==> config.mk <==
export PLATFORM = sky130hd
export DESIGN_NAME = cpu5_mem_arbiter
export DESIGN_NICKNAME = d
export VERILOG_FILES = /design/src/rtl/cpu5_pkg.sv /design/src/rtl/cpu5_arb_starve_cnt.sv /design/src/rtl/cpu5_mem_arbiter.sv
export SDC_FILE = /design/constraint.sdc
export NUM_CORES = 1
export LEC_CHECK = 0
export BUFFER_PORTS_ARGS = -buffer_cell sky130_fd_sc_hd__buf_2
export CORE_AREA = 8 8 98 100
export CTS_BUF_LIST = sky130_fd_sc_hd__clkbuf_4 sky130_fd_sc_hd__clkbuf_8
export DETAILED_ROUTE_END_ITERATION = 12
export DIE_AREA = 0 0 106 108
export GPL_ROUTABILITY_DRIVEN = 0
export GPL_TIMING_DRIVEN = 0
export PLACE_DENSITY_LB_ADDON = 0.1
export SLEW_MARGIN = 20
export SYNTH_ARGS = -nofsm -noshare
export SYNTH_HDL_FRONTEND = slang
export SYNTH_SLANG_ARGS = --single-unit
export TNS_END_PERCENT = 50
==> constraint.sdc <==
create_clock -name clk -period 1.4 [get_ports clk]
set_input_delay 0.21 -clock clk [delete_from_list [all_inputs] [get_ports clk]]
set_output_delay 0.21 -clock clk [all_outputs]
set_load 0.1 [all_outputs]
==> src/rtl/cpu5_pkg.sv <==
// Shared cpu5 definitions: memory arbiter state encoding, owner codes and defaults.
package cpu5_pkg;

   typedef logic [1:0] arb_state_t;

   localparam arb_state_t ST_IDLE    = 2'd0;
   localparam arb_state_t ST_BUSY_IF = 2'd1;
   localparam arb_state_t ST_BUSY_LS = 2'd2;

   typedef logic arb_owner_t;

   localparam arb_owner_t OWNER_IF = 1'b0;
   localparam arb_owner_t OWNER_LS = 1'b1;

   localparam int STARVE_LIMIT_DEFAULT = 4;
   localparam int STARVE_CNT_W         = 4;

endpackage

==> src/rtl/cpu5_arb_starve_cnt.sv <==
// Counts consecutive LS grants taken while IF waits; raises force_if at the limit.
// Only instantiated when CPU5_MEM_ARB_STARVE_EN is defined.
module cpu5_arb_starve_cnt
   import cpu5_pkg::*;
#(
   parameter int STARVE_LIMIT = STARVE_LIMIT_DEFAULT
) (
   input  logic clk,
   input  logic reset,
   input  logic if_req,
   input  logic if_gnt,
   input  logic ls_gnt,
   output logic force_if
);

   logic [STARVE_CNT_W-1:0] cnt;

   // An LS grant with no IF waiting breaks the starvation run.
   always_ff @(posedge clk or negedge reset) begin
      if (!reset) begin
         cnt <= '0;
      end else if (if_gnt) begin
         cnt <= '0;
      end else if (ls_gnt) begin
         cnt <= if_req ? cnt + STARVE_CNT_W'(1) : '0;
      end
   end

   assign force_if = (cnt == STARVE_CNT_W'(STARVE_LIMIT));

endmodule

==> src/rtl/cpu5_mem_arbiter.sv <==
// Two-requester (IF, LS) arbiter for the cpu5 unified memory port, one outstanding op.
// Define CPU5_MEM_ARB_STARVE_EN to bound IF starvation under continuous LS traffic.
module cpu5_mem_arbiter
   import cpu5_pkg::*;
#(
   parameter int XLEN         = 32,
   parameter int STARVE_LIMIT = STARVE_LIMIT_DEFAULT
) (
   input  logic            clk,
   input  logic            reset,

   input  logic            if_req,
   input  logic [XLEN-1:0] if_addr,
   output logic            if_gnt,
   output logic            if_rvalid,
   output logic [XLEN-1:0] if_rdata,

   input  logic            ls_req,
   input  logic            ls_we,
   input  logic [XLEN-1:0] ls_addr,
   input  logic [XLEN-1:0] ls_wdata,
   output logic            ls_gnt,
   output logic            ls_rvalid,
   output logic [XLEN-1:0] ls_rdata,

   output logic            mem_req,
   output logic            mem_we,
   output logic [XLEN-1:0] mem_addr,
   output logic [XLEN-1:0] mem_wdata,
   input  logic            mem_rvalid,
   input  logic [XLEN-1:0] mem_rdata
);

   arb_state_t state, state_nxt;
   arb_owner_t owner;
   logic       force_if;

`ifdef CPU5_MEM_ARB_STARVE_EN
   cpu5_arb_starve_cnt #(
      .STARVE_LIMIT (STARVE_LIMIT)
   ) u_starve_cnt (
      .clk      (clk),
      .reset    (reset),
      .if_req   (if_req),
      .if_gnt   (if_gnt),
      .ls_gnt   (ls_gnt),
      .force_if (force_if)
   );
`else
   logic [STARVE_CNT_W-1:0] unused_starve_limit;
   assign unused_starve_limit = STARVE_CNT_W'(STARVE_LIMIT);
   assign force_if            = 1'b0;
`endif

   assign owner = (ls_req && !(if_req && force_if)) ? OWNER_LS : OWNER_IF;

   always_ff @(posedge clk or negedge reset) begin
      if (!reset) begin
         state <= ST_IDLE;
      end else begin
         state <= state_nxt;
      end
   end

   // Grants are gated with reset so every output reads 0 while reset is held.
   always_comb begin
      state_nxt = state;
      if_gnt    = 1'b0;
      ls_gnt    = 1'b0;
      mem_req   = 1'b0;
      mem_we    = 1'b0;
      mem_addr  = '0;
      mem_wdata = '0;
      if_rvalid = 1'b0;
      if_rdata  = '0;
      ls_rvalid = 1'b0;
      ls_rdata  = '0;
      case (state)
         ST_IDLE: begin
            if (reset && (if_req || ls_req)) begin
               mem_req = 1'b1;
               if (owner == OWNER_LS) begin
                  ls_gnt    = 1'b1;
                  mem_we    = ls_we;
                  mem_addr  = ls_addr;
                  mem_wdata = ls_wdata;
                  state_nxt = ST_BUSY_LS;
               end else begin
                  if_gnt    = 1'b1;
                  mem_addr  = if_addr;
                  state_nxt = ST_BUSY_IF;
               end
            end
         end
         ST_BUSY_IF: begin
            if (mem_rvalid) begin
               if_rvalid = 1'b1;
               if_rdata  = mem_rdata;
               state_nxt = ST_IDLE;
            end
         end
         ST_BUSY_LS: begin
            if (mem_rvalid) begin
               ls_rvalid = 1'b1;
               ls_rdata  = mem_rdata;
               state_nxt = ST_IDLE;
            end
         end
         default: state_nxt = ST_IDLE;
      endcase
   end

endmodule

==> results of run 1 <==
## metal layers
metal / global-route usage (%) / vias up / wire length [µm]
li1: - / 1293 / -
met4: 2.51 / 0 / 40
met2: 34.0 / 164 / 6370
met5: 0 / - / 0
met1: 16.0 / 1228 / 3790
met3: 6.42 / 6 / 1120
## kinds of logic (layout without fill, tap and decap cells)
kind of cell    count (synthesis)  in the layout  synth area share [%]
simple gates                  139            139                  56.4
buf+inv                        27            315                  11.5
flops                           2              2                  3.61
mux                            32             32                  23.1
fa+ha+maj                       3              3                  2.71
compound gates                  6              6                  2.79
## layout by cell type, fill, tap and decap left out
| cell type | n |
|---|---|
| nand2b_1 | 2 |
| ha_4 | 2 |
| clkbuf_8 | 3 |
| and3_2 | 38 |
| buf_12 | 96 |
| and3_1 | 4 |
| clkinvlp_4 | 1 |
| buf_8 | 41 |
| dfrtp_1 | 2 |
| buf_4 | 13 |
| clkbuf_4 | 1 |
| a31oi_1 | 1 |
| buf_6 | 16 |
| o21ai_0 | 2 |
| o211ai_4 | 1 |
| nor2_4 | 33 |
| bufbuf_16 | 1 |
| o21ai_1 | 1 |
| a21oi_1 | 1 |
| and2_2 | 1 |
| ha_1 | 1 |
| clkbuf_1 | 6 |
| buf_2 | 133 |
| and3_4 | 23 |
| mux2i_1 | 32 |
| and2_4 | 34 |
| nand2_1 | 2 |
| clkbuf_16 | 1 |
| dlygate4sd3_1 | 1 |
| inv_2 | 2 |
| nor2b_1 | 2 |
## layout make-up
type / count / area, µm²
tap: 105 / 131
timing repair buffer: 285 / 3340
multi-input combinational: 180 / 1710
buffer: 24 / 239
inverter: 3 / 15.0
clock buffer: 3 / 41.3
sequential: 2 / 50.0
fill: 570 / 2530
## through the flow
| stage | instances | hold WS (ns) | setup TNS [ns] | total power [µW] | cell area [µm²] |
|---|---|---|---|---|---|
| after global routing | 602 | 0.378 | -59.41 | 9270 | 5530 |
| after floorplan | 209 | -0.0856 | -29.33 | 5380 | 1870 |
| after global placement | 580 | 0.0417 | -58.21 | 6270 | 3340 |
| after CTS | 591 | 0.361 | -53.43 | 8250 | 5060 |
| final | 602 | 0.363 | -51.78 | 8980 | 5530 |
| after detailed placement | 580 | 0.0443 | -58.62 | 6270 | 3340 |
## power by group through the flow
stage | Clock [µW] | Sequential (µW) | Combinational [µW]
after floorplan | 0 | 103 | 5270
after global routing | 247 | 110 | 8910
after global placement | 0 | 110 | 6160
after detailed placement | 0 | 109 | 6170
after CTS | 242 | 109 | 7900
final | 232 | 107 | 8640
## critical path, delay by kind of cell (launching register included)
family,cells,cell delay [ns]
buffers and inverters,4,0.53
flip-flops,1,0.40
AND/OR/NAND/NOR,2,0.34
adder cells (fa/ha/maj),1,0.17
## repair_timing
action | in CTS | in global routing
endpoints found under the setup margin | 134 | 135
endpoints found under the hold margin | 2 | 0
gates resized for setup | 452 | 102
cloned | 3 | 4
hold buffers | 1 | 0
pin swaps | 6 | 5
buffers inserted | 4 | 7
## synth_stat cells
cell,number,area (µm²)
nor2_1,33,124
and2_1,35,219
o211ai_2,1,12.5
mux2i_1,32,320
ha_1,3,37.5
dfrtp_1,2,50.1
o21ai_1,1,5.00
a21oi_1,1,5.00
nand2_1,2,7.51
o21ai_0,2,10.0
inv_1,3,11.3
buf_2,1,5.00
buf_6,4,45.0
and3_1,65,407
nand2b_1,2,12.5
nor2b_1,2,12.5
clkbuf_1,12,45.0
a31oi_1,1,6.26
buf_4,7,52.6
## worst min path at each step
| stage | startpoint | to | cells past startpoint |
|---|---|---|---|
| floorplan | reset | state[0] | 0 |
| global placement | reset | state[1] | 1 |
| detailed placement | reset | state[0] | 1 |
| CTS | ls_req | state[0] | 3 |
| global route | if_req | state[0] | 3 |
| finish | ls_req | state[0] | 3 |
==> run_results.csv, run 1 <==
group,metric,value,unit
routing,drt_iter0_markers,54,
routing,ant_nets,0,
routing,wirelength,11.3,mm
clock_network,cts.sinks,2,
grt,grt_pass1_wl,15.7,mm
setup_path,cp.required,1.19,ns
setup_path,reg2reg_depth,8,
synth,ys_seq_elements,2,
synth,syn-cell-area,0.00139,mm²
cells_and_area,drive_gt1_share,88.5,%
setup_path,slowest_delay,0.40,ns
setup_path,crit_end,"mem_wdata[25]",
power,ir_drop,0.000794,V
setup_path,worstSetupEndpointType,"output port",
setup_path,crit_fanout,10,
power,p_leak,0.00269,µW
power,comb_power_share,96.2,%
setup_path,r2r-end,"state[1]",
power,p_int,3470,µW
clock_network,path_clk_slew,0.03,ns
power,seq_power_share,1.2,%
grt,antenna_found_initial,0,
die,fp.dieH,108,µm
synth,ys_types,19,
synth,synth_warnings,0,
routing,drc_errors,0,
die,io_pins,268,
power,sw_frac_of_total,61.4,%
timing,fin_crit_sh,133,%
placed_design,dp_hpwl,7.86,mm
grt,grt_usage,16.8,%
power,power_density,1630,mW/mm²
setup_path,r2r-start,"state[0]",
cells_and_area,largest_reg_flops,2,
placed_design,io_buffers,266,
setup_path,start_kind,"register",
power,clkPwrFrac,2.6,%
setup_path,cp_slowest_cell,"dfrtp_1",
grt,grt_max_degree,11,
setup_path,worstSetupStartpoint,"state[0]",
timing,worst_slack,-0.466,ns
clock_network,cts_buffers,3,
power,p_switching,5510,µW
timing,rsz0062_at_grt,"yes",
routing,firstDrtPassIters,5,
grt,globalRoute.totalOverflow,0,
timing,hold_viol_final,0,
clock_network,cts-root-buf,"clkbuf_8",
routing,via_count,2691,
timing,setup_viol,135,
synth,syn_inst,209,
outcome,status,"finished with violations",
synth,avgSynthCellArea,6.64,µm²
routing,wire_per_inst,18.8,µm
die,die_w,106,µm
timing,worst_pin_slew,0.402,ns
cells_and_area,syn2layout_area_growth,298,%
synth,mappedNetlistNets,346,
cells_and_area,finish.utilization,68.6,%
cells_and_area,diodes,0,
setup_path,critical_path.most_common_cell,"buf_12",
clock_network,clock_path_buffers,2,
hold_path,hold_class,"primary input to register",
clock_network,cts_tree,"built",
grt,grt_pass1_vias,2883,
outcome,violations,"setup timing",
setup_path,worst-setup-path-type,"register to output port",
setup_path,rrSetupSlack,0,ns
timing,fmax,536,MHz
die,initial_core_util,17.2,%
setup_path,path_cells,"inv_2 > ha_4 > and3_4 > buf_8 > buf_12 > and2_4 > buf_12",
clock_network,ctsHtreeMaxLevel,1,
job,drv_cap,0,
timing,period_minus_slack,1.87,ns
setup_path,worstPathArrival,1.66,ns
cells_and_area,top_regs,"state: 2 flops",
placed_design,place_ws,-0.545,ns
die,rows,33,
die,dieArea,0.0114,mm²
cells_and_area,nNetsFinal,636,
routing,viasPerCell,4.47,
die,coreArea,0.00805,mm²
timing,fin_skew,0.00147,ns
synth,yosysSeqAreaShare,3.61,%
cells_and_area,registers.top_by_ff_count,"state",
clock_network,clock_latency,0.21,ns
timing,slew_headroom,73.2,%
timing,drv_slew,0,
(Power assumes the default switching activity.)
==> inputs of run 2 (changes only) <==
--- a/config.mk
+++ b/config.mk
@@ -11,7 +11,6 @@
 export DETAILED_ROUTE_END_ITERATION = 12
 export DIE_AREA = 0 0 106 108
 export GPL_ROUTABILITY_DRIVEN = 0
-export GPL_TIMING_DRIVEN = 0
 export PLACE_DENSITY_LB_ADDON = 0.1
 export SLEW_MARGIN = 20
 export SYNTH_ARGS = -nofsm -noshare
==> run_results.csv, run 2 (synthesis results as in run 1) <==
group,metric,value,unit
die,fp.dieH,108,µm
routing,viasPerCell,4.46,
power,p_leak,0.00270,µW
timing,setup_viol,134,
power,power_density,1590,mW/mm²
setup_path,r2r-end,"state[1]",
routing,drc_errors,0,
outcome,violations,"setup timing",
cells_and_area,fillers,542,
clock_network,clock_path_buffers,2,
routing,via_count,2669,
timing,fin_skew,0.00490,ns
cells_and_area,drive_gt1_share,90.9,%
setup_path,r2r-start,"state[0]",
cells_and_area,fin_cells,599,
timing,fin_crit_sh,130,%
die,initial_core_util,17.2,%
routing,wire_per_inst,19.1,µm
setup_path,worst-setup-path-type,"register to output port",
setup_path,start_kind,"register",
grt,grt_pass1_wl,17.0,mm
cells_and_area,finish.utilization,74.4,%
timing,worst_pin_slew,0.362,ns
setup_path,crit_fanout,9,
outcome,status,"finished with violations",
grt,antenna_found_initial,0,
timing,drv_slew,0,
cells_and_area,registers.top_by_ff_count,"state",
setup_path,rrSetupSlack,0.04,ns
clock_network,cts.sinks,2,
cells_and_area,largest_reg_flops,2,
setup_path,worstPathArrival,1.61,ns
grt,globalRoute.totalOverflow,0,
cells_and_area,top_regs,"state: 2 flops",
routing,drt_iter0_markers,30,
grt,grt_usage,18.8,%
placed_design,dp_hpwl,9.27,mm
setup_path,reg2reg_depth,8,
cells_and_area,final_common_cell,"buf_12",
hold_path,min_to,"state[0]",
hold_path,hold_path_depth,4,
cells_and_area,multi_input_area,0.00187,mm²
routing,ant_nets,0,
grt,grt_pass1_vias,2880,
cells_and_area,diodes,0,
routing,wirelength,11.5,mm
clock_network,clock_latency,0.22,ns
grt,grt_max_degree,47,
cells_and_area,syn2layout_area_growth,332,%
setup_path,cp.required,1.19,ns
power,ir_drop,0.000896,V
clock_network,cts-root-buf,"clkbuf_8",
cells_and_area,layout_common_cells,"buf_12 (142), buf_2 (133), and3_4 (60)",
clock_network,ctsHtreeMaxLevel,1,
placed_design,dp_cells,580,
clock_network,cts_tree,"built",
timing,fmax,548,MHz
die,io_pins,268,
die,dieArea,0.0114,mm²
timing,period_minus_slack,1.82,ns
die,die_w,106,µm
routing,firstDrtPassIters,3,
die,coreArea,0.00805,mm²
clock_network,cts_buffers,3,
timing,rsz0062_at_grt,"yes",
cells_and_area,nNetsFinal,633,
die,rows,33,
timing,hold_viol_final,0,
timing,slew_headroom,75.8,%
hold_path,hold_start,"if_req",
hold_path,hold_class,"primary input to register",
clock_network,path_clk_slew,0.03,ns
job,drv_cap,0,
cells_and_area,ff_latch_area,50.0,µm²
placed_design,io_buffers,267,
setup_path,worstSetupEndpointType,"output port",
timing,worst_slack,-0.424,ns
## run 2: how the worst max path moves through the flow
stage | from | to | slack [ns] | cells after the start
global placement | state[1] | mem_wdata[19] | -0.17 | 6
floorplan | state[0] | if_gnt | -0.33 | 5
finish | state[0] | mem_wdata[0] | -0.42 | 7
detailed placement | state[1] | mem_wdata[10] | -0.22 | 6
CTS | state[1] | mem_wdata[7] | -0.43 | 6
global route | state[0] | mem_wdata[0] | -0.48 | 7
## run 2: routing by layer
metal / vias to the layer above / share of wire (%) / GRT usage, %
li1: 1297 / - / -
met1: 1202 / 35 / 18.4
met2: 155 / 55 / 36.5
met3: 15 / 8.1 / 7.38
met4: 0 / 1.8 / 4.32
met5: - / 0 / 0
## run 2: layout make-up
| cell class | instances | share of cell area (%) |
|---|---|---|
| Inverter | 3 | 0.251 |
| Sequential cell | 2 | 0.835 |
| Multi-Input combinational cell | 180 | 31.2 |
| Clock buffer | 3 | 0.689 |
| Timing Repair Buffer | 306 | 64.8 |
| Tap cell | 105 | 2.19 |
## run 2: worst max-delay path, stage by stage, from the launching register on
cell,delay [ns]
dfrtp_1,0.37
inv_2,0.09
ha_4,0.14
and3_4,0.24
buf_6,0.12
buf_12,0.11
and2_4,0.16
buf_12,0.17
## run 2: what timing repair did
action,CTS,global route
resized for setup,70,5
hold buffers,1,0
setup endpoints to repair,134,134
endpoints found under the hold margin,2,0
pin swaps,4,7
cloned,6,2
setup buffers,6,2
## run 2: where the power goes
group	switching, µW	internal [µW]	total, µW
combinational	5600	3630	9220
sequential	15.5	83.8	99.3
clock	50.4	182	233
total	5660	3890	9560
## run 2: stage by stage
stage          instance area [µm²]  setup slack, ns  power (µW)  TNS (ns)  hold slack, ns
3_5_place_dp                  5400           -0.216        8370    -17.72           0.157
6_report                      5990           -0.424        9560    -47.63           0.460
3_3_place_gp                  5400           -0.172        8300    -15.71           0.154
2_1_floorplan                 1870           -0.332        5380    -29.33         -0.0856
4_1_cts                       5930           -0.433        9500    -48.87           0.459
5_1_grt                       5990           -0.475        9840    -55.60           0.478
